$ cat src/rtl/muldiv_unit.sv
// muldiv_unit -- iterative 32-bit multiply/divide unit with HI/LO registers.
//
// Multiply is shift-add on operand magnitudes, divide is restoring division
// on magnitudes; both retire one bit per ITER cycle. Signs are applied in FIX.
// Latency from an accepted start to the done pulse is 34 cycles for every op.
//
// Ports:
//   clk    in   1   clock, rising edge
//   reset  in   1   synchronous, active-high
//   a      in  32   multiplicand / dividend, also the mthi/mtlo source
//   b      in  32   multiplier / divisor
//   start  in   1   launch request (IDLE only)
//   op     in   2   00 MULT, 01 MULTU, 10 DIV, 11 DIVU
//   mthi   in   1   load a into HI (IDLE only)
//   mtlo   in   1   load a into LO (IDLE only)
//   hi     out 32   product upper half / remainder
//   lo     out 32   product lower half / quotient
//   busy   out  1   state is not IDLE
//   done   out  1   one-cycle pulse after an operation writes HI/LO
//
// Build option: define MULDIV_DIV_EN to include DIV/DIVU. Without it the
// divide datapath is absent and a start with op=1x is ignored.
module muldiv_unit (
    input  logic        clk,
    input  logic        reset,
    input  logic [31:0] a,
    input  logic [31:0] b,
    input  logic        start,
    input  logic [1:0]  op,
    input  logic        mthi,
    input  logic        mtlo,
    output logic [31:0] hi,
    output logic [31:0] lo,
    output logic        busy,
    output logic        done
);
    typedef enum logic [1:0] {IDLE, ITER, FIX} state_t;

    state_t      state, state_next;
    logic [4:0]  cnt;
    logic [63:0] work;      // mul: {partial product, multiplier}; div: {remainder, quotient}
    logic [31:0] opnd;      // multiplicand magnitude or divisor magnitude
    logic        neg_a, neg_b;
    logic        launch;
    logic        op_signed;
    logic [31:0] mag_a, mag_b;
    logic [32:0] mul_sum;
    logic [63:0] mul_step;
    logic [63:0] prod_fix;
    logic [31:0] res_hi, res_lo;

    function automatic logic [31:0] neg32(input logic n, input logic [31:0] x);
        return n ? (~x + 32'd1) : x;
    endfunction

    function automatic logic [63:0] neg64(input logic n, input logic [63:0] x);
        return n ? (~x + 64'd1) : x;
    endfunction

    assign op_signed = ~op[0];
    assign mag_a     = neg32(op_signed & a[31], a);
    assign mag_b     = neg32(op_signed & b[31], b);
    assign busy      = (state != IDLE);

`ifdef MULDIV_DIV_EN
    logic        is_div;
    logic        b_zero;
    logic [31:0] a_r;       // raw dividend, returned in HI on divide by zero
    logic [32:0] div_shift;
    logic [33:0] div_diff;
    logic        div_ge;
    logic [63:0] div_step;

    assign launch    = start;
    assign div_shift = {work[63:32], work[31]};
    assign div_diff  = {1'b0, div_shift} - {2'b00, opnd};
    assign div_ge    = ~div_diff[33];
    assign div_step  = {(div_ge ? div_diff[31:0] : div_shift[31:0]), work[30:0], div_ge};
`else
    assign launch    = start & ~op[1];
`endif

    // Shift-add step: add multiplicand when the current multiplier bit is set,
    // then shift the whole {product, multiplier} pair right by one.
    assign mul_sum  = {1'b0, work[63:32]} + (work[0] ? {1'b0, opnd} : 33'd0);
    assign mul_step = {mul_sum, work[31:1]};
    assign prod_fix = neg64(neg_a ^ neg_b, work);

    always_comb begin
        res_hi = prod_fix[63:32];
        res_lo = prod_fix[31:0];
`ifdef MULDIV_DIV_EN
        if (is_div) begin
            if (b_zero) begin
                res_hi = a_r;
                res_lo = 32'hFFFF_FFFF;
            end else begin
                // Quotient truncates toward zero; remainder follows the dividend.
                res_hi = neg32(neg_a, work[63:32]);
                res_lo = neg32(neg_a ^ neg_b, work[31:0]);
            end
        end
`endif
    end

    always_comb begin
        state_next = state;
        case (state)
            IDLE:    if (launch) state_next = ITER;
            ITER:    if (cnt == 5'd31) state_next = FIX;
            FIX:     state_next = IDLE;
            default: state_next = IDLE;
        endcase
    end

    always_ff @(posedge clk) begin
        if (reset) begin
            state <= IDLE;
            cnt   <= 5'd0;
            hi    <= 32'd0;
            lo    <= 32'd0;
            done  <= 1'b0;
        end else begin
            state <= state_next;
            done  <= (state == FIX);
            case (state)
                // Operand capture; moves only when no operation is launched.
                IDLE: begin
                    if (launch) begin
                        cnt   <= 5'd0;
                        neg_a <= op_signed & a[31];
                        neg_b <= op_signed & b[31];
`ifdef MULDIV_DIV_EN
                        is_div <= op[1];
                        b_zero <= (b == 32'd0);
                        a_r    <= a;
                        if (op[1]) begin
                            work <= {32'd0, mag_a};
                            opnd <= mag_b;
                        end else begin
                            work <= {32'd0, mag_b};
                            opnd <= mag_a;
                        end
`else
                        work <= {32'd0, mag_b};
                        opnd <= mag_a;
`endif
                    end else begin
                        if (mthi) hi <= a;
                        if (mtlo) lo <= a;
                    end
                end
                // One bit per cycle.
                ITER: begin
                    cnt <= cnt + 5'd1;
`ifdef MULDIV_DIV_EN
                    work <= is_div ? div_step : mul_step;
`else
                    work <= mul_step;
`endif
                end
                // Sign fix and HI/LO write.
                FIX: begin
                    hi <= res_hi;
                    lo <= res_lo;
                end
                default: ;
            endcase
        end
    end
endmodule

$ cat config.mk
export PLATFORM = sky130hd
export DESIGN_NAME = muldiv_unit
export DESIGN_NICKNAME = d
export VERILOG_FILES = /design/src/rtl/muldiv_unit.sv
export SDC_FILE = /design/constraint.sdc
export NUM_CORES = 1
export LEC_CHECK = 0
export ABC_CLOCK_PERIOD_IN_PS = 12400
export BUFFER_PORTS_ARGS = -buffer_cell sky130_fd_sc_hd__buf_2
export CAP_MARGIN = 25
export CORE_ASPECT_RATIO = 1.75
export CORE_MARGIN = 3
export CORE_UTILIZATION = 55
export CTS_BUF_LIST = sky130_fd_sc_hd__clkbuf_4
export DETAILED_ROUTE_END_ITERATION = 16
export HOLD_SLACK_MARGIN = 0.12
export MAX_ROUTING_LAYER = met4
export PLACE_DENSITY = 0.82
export SYNTH_ARGS = -nofsm -noshare
export SYNTH_HDL_FRONTEND = slang
export SYNTH_SLANG_ARGS = --single-unit
$ cat constraint.sdc
create_clock -name clk -period 12.4 [get_ports clk]
set_input_delay 1.86 -clock clk [delete_from_list [all_inputs] [get_ports clk]]
set_output_delay 1.86 -clock clk [all_outputs]
set_load 0.03 [all_outputs]
## After elaboration in Yosys (flattened, before gate mapping)

Cells that the tools add are included.

- Input port bits: 71
- Flip-flop bits (word level): 170
- Output and inout port bits: 66
- Logic and storage cells: 59

- Eq/ne operators: 8
- Mux-type cells: 17
- Add/subtract/negate cells: 5
- Bitwise gates (word level): 10
- Reduce and logical (&&, ||, !) cells: 10

Operators by type and width:

| kind | number |
|---|---|
| 32-bit 2-to-1 mux | 7 |
| 64-bit 2-to-1 mux | 2 |
| 32-bit case mux with 2 select lines | 2 |
| 64-bit case mux with 2 select lines | 1 |
| 32-bit by 1-bit adder with 32-bit output (second input constant) | 2 |
| 64-bit by 1-bit adder with 64-bit output (second input constant) | 1 |
| 32-bit inverter | 2 |
| 64-bit inverter | 1 |
| 32-bit by 32-bit adder with 33-bit output | 1 |
| 3-bit AND reduction | 4 |
| 2-bit inequality test (second input constant) | 5 |
| 5-bit case mux with 2 select lines | 1 |
| 2-bit nonzero test | 3 |
| 5-bit by 1-bit adder with 5-bit output (second input constant) | 1 |
| 5-bit equality test (second input constant) | 1 |
| 5-bit 2-to-1 mux | 1 |
| 2-bit 2-to-1 mux | 2 |
| 2-bit case mux with 2 select lines | 1 |
| 2-bit AND reduction | 2 |
| 1-bit bitwise AND | 3 |
| 1-bit inverter | 3 |
| 2-bit by 1-bit equality test with 1-bit output (second input constant) | 1 |
| 2-bit equality test (second input constant) | 1 |
| 2-bit logical NOT | 1 |
| 1-bit bitwise XOR | 1 |

## Longest topological paths before layout

- Depth after elaboration: 5
- Gate-level depth with buffers: 11
- Gate-level depth less buffers: 9

## Least setup slack after synthesis

Ideal clock, no wire load.

- Path type: in2reg
- Start: input port op[1]
- End: register work[0] (enable)
- Data arrival time: 5.270 ns
- Cell stages on the path: 5
- Buffers on the path: 1
- Setup time: 0.486 ns
- Data required time: 11.914 ns
- Setup slack: 6.644 ns
- Cell sequence: nand2b_1 -> nor2b_1 -> or2_2 -> clkbuf_1 -> nor2_1

- Longest elaborated chain between the ends: 4

RTL lines:

| element | line | text |
|---|---|---|
| from (decl) | 29 | `input logic [1:0] op,` |
| 1-bit inverter | 80 | `assign launch = start & ~op[1];` |
| 1-bit bitwise AND | 80 |  |
| 2-bit inequality test (no source line) | -- |  |
| 3-bit AND reduction (no source line) | -- |  |
| to (signal assigned) | 145 | `work <= {32'd0, mag_b};` |
| to (signal assigned) | 159 | `work <= mul_step;` |
| to (decl) | 41 | `logic [63:0] work;` |

No other way between the ends.
A chain may end at the register's enable or synchronous reset.

## Final worst setup path

- Start: register work[0]
- End: register work[61], data pin

- Longest elaborated chain between the ends: 3

RTL lines:

| element | line | text |
|---|---|---|
| 32-bit 2-to-1 mux | 85 | `assign mul_sum = {1'b0, work[63:32]} + (work[0] ? {1'b0, opnd} : 33'd0);` |
| 32-bit by 32-bit adder with 33-bit output | 85 |  |
| 64-bit case mux with 2 select lines | 126 | `case (state)` |

No other way between the ends.

==> impl_metrics.tcl <==
set metrics [dict create \
    drive_gt1_share_pct 15.0 \
    grt_setup_unrepaired "false" \
    synth_top_cell_by_area "edfxtp_1" \
    muxShareOfSynthArea_pct 4.14 \
    clk_latency_ns 0.60 \
    nFillCells 1807 \
    drt_first_pass_iters 8 \
    drv_cap 0 \
    via_per_inst 6.52 \
    synth_ff_type "edfxtp_1" \
    grt_max_degree 81 \
    post_cts_resized 0 \
    syn_area_mm2 0.0116 \
    grt_pass1_vias 10500 \
    cts_num_sinks 170 \
    synthCells 1330 \
    end_kind "flop" \
    fin_crit_sh_pct 32.5 \
    period_needed_ns 4.03 \
    async_flop_share_pct 0 \
    fin_nets 1527 \
    port-buffer-count 136 \
    grt_use_total_pct 32.0 \
    finalHoldWorstSlack_ns 0.470 \
    drtIter0Drc 1010 \
    num_io_pins 137 \
    synth_fp_nets 1439 \
    place_ws_ns 8.01 \
    hold_path_class "reg -> reg" \
    fin_ws_ns 8.37 \
    met2_usage_pct 54.2 \
    htreeDepth 4 \
    arrival_ns 4.50 \
    hold_viol 0 \
    design.core.area_mm2 0.0205 \
    pwr_density_cell_mw_per_mm2 104 \
    tightest_slew_ns 1.07 \
    gp_congestion 0.952 \
    worst-path-max-fanout 36 \
    finalSetupTns_ns 0 \
    max_freq_mhz 248 \
    drc_errors 0 \
    die_w_um 116 \
    synth.avg_cell_area_um2 8.74 \
    setup_viol 0 \
    synth_xor_area_share_pct 8.51 \
    busiest_layer "met2" \
    clk_pin_slew_ns 0.14 \
    report.final.slew_viol_count 0 \
    synthSimpleGateAreaFrac_pct 21.8 \
    cts.hold.buffers_added 0 \
    cts_tree "yes" \
    hpwl_mm 26.6 \
    synth-edff-count 98 \
    ys_seq_area_share_pct 37.7 \
    vdd_ir_drop_max_mv 0.0982 \
    synthTopCellsByArea "edfxtp_1, dfxtp_1, xnor2_1" \
    power.leakage_nw 4.84 \
    clockBufferDepth 2 \
    gr-total-overflow 0 \
    status "finished, final reports clean" \
    cp-start-kind "flop" \
    synth-adder-area-share_pct 4.15 \
    cts_root_buf "clkbuf_4" \
    synth-seq-cells 170 \
    antenna_left 0 \
    grt_pass1_wl_mm 55.3 \
    rows 69 \
    numCtsBuffers 17 \
    slew_headroom_pct 28.2 \
    wl_per_cell_um 21.1 \
    netlist.area_leader.share_pct 25.3 \
    synth-compound-area-share_pct 20.3 \
    vias 10900 \
    met3_usage_pct 4.46 \
    synth_cell_type_count 74 \
    path_class "reg -> reg" \
    start_util_pct 56.6 \
    post-cts-setup-buffer-count 0 \
    finalPower_mw 1.33 \
    area_delta_synth_final_pct 9.99 \
    die-area_mm2 0.0230 \
    synth_top_family_by_area "simple AND/OR/NAND/NOR gates" \
    wirelength_mm 35.4 \
    grt_util_met1_pct 35.4 \
    skew_ns 0.0154 \
    die_y_um 198 \
    crit_required_ns 12.87 \
    antenna_found_initial 1 \
    ys_warn_count 0 \
]
-- stage by stage --
step | utilization, % | cell area [um^2] | std cells
2_1_floorplan | - | 11600 | 1330
3_3_place_gp | 60.6 | 12500 | 1645
3_5_place_dp | 60.7 | 12500 | 1646
4_1_cts | 62.2 | 12800 | 1678
5_1_grt | 62.3 | 12800 | 1680
6_report | 62.3 | 12800 | 1680
-- report_power, final --
part | switching, mW | internal, mW
Combinational | 0.184 | 0.106
Sequential | 0.0337 | 0.635
Clock | 0.206 | 0.161
-- routing by layer --
layer | vias up | share of wire (%)
li1 | 5138 | -
met2 | 489 | 52
met3 | 148 | 6.9
met4 | 0 | 6.0
met1 | 5172 | 35
met5 | - | 0
-- Yosys cell counts, types with 20 or more instances --
master      n
ha_1       37
nand3_1    21
nand2_1   106
dfxtp_1    72
nor4_1     26
nor3_1     50
clkbuf_1   77
and2_1     40
xor2_1     48
edfxtp_1   98
a21oi_1    85
or3_1      22
xnor2_1    65
o21ai_0    84
nand2b_1   22
nor2_1    134
mux2i_1    47
inv_1      20
a211oi_1   42
-- cells in the final DEF (no fill, tap or decap), drive strengths merged, types with 48 or more instances in the layout --
cell and n:
nand2 106, xnor2 65, buf 149, dfxtp 72, nor3 50, edfxtp 98
xor2 48, nor2 134, a21oi 85, o21ai 84
-- kinds of logic after synthesis --
logic type                 Yosys count
AOI/OAI and AO/OA                  363
xor gates and xnor gates           113
adders and majority gates           38
buffers and inverters              102
DFF                                170
muxes                               48
and+or+nand+nor                    496
-- critical path, stage by stage (launching register included) --
cell      delay (ns)
edfxtp_1        0.82
and2_1          0.33
ha_1            0.21
fa_1            0.47
a211oi_1        0.34
o211ai_1        0.21
a211oi_1        0.56
o22ai_1         0.33
or4_1           0.53
nand3_1         0.10
-- final cells by class --
| cell class | instances | area (um^2) | area share [%] |
|---|---|---|---|
| timing repair buffer | 151 | 793 | 6.20 |
| multi-input combinational | 1058 | 6910 | 54.0 |
| antenna | 1 | 2.50 | 0.0196 |
| sequential | 170 | 4380 | 34.3 |
| tap | 248 | 310 | 2.43 |
| inverter | 20 | 75.1 | 0.587 |
| clock buffer | 17 | 128 | 0.998 |
| clock inverter | 15 | 194 | 1.52 |
-- registers in the layout, indices dropped and copies added, names as in the netlist --
signal,flops
work,64
hi,32
lo,32
opnd,32
cnt,5
state,2
done,1
neg_a,1
neg_b,1
-- path summary, 6_finish.rpt --
| kind | to | startpoint | slack, ns | cells past startpoint |
|---|---|---|---|---|
| min reg2reg | cnt[3]$_SDFFE_PP0P_ | cnt[3]$_SDFFE_PP0P_ | 0.47 | 1 |
| max | work[61]$_SDFFCE_PN0P_ | work[0]$_DFFE_PP_ | 8.37 | 9 |
| max reg2reg | work[61]$_SDFFCE_PN0P_ | work[0]$_DFFE_PP_ | 8.37 | 9 |
| min | cnt[3]$_SDFFE_PP0P_ | cnt[3]$_SDFFE_PP0P_ | 0.47 | 1 |
Note: power is estimated with default switching activity, not from simulation.
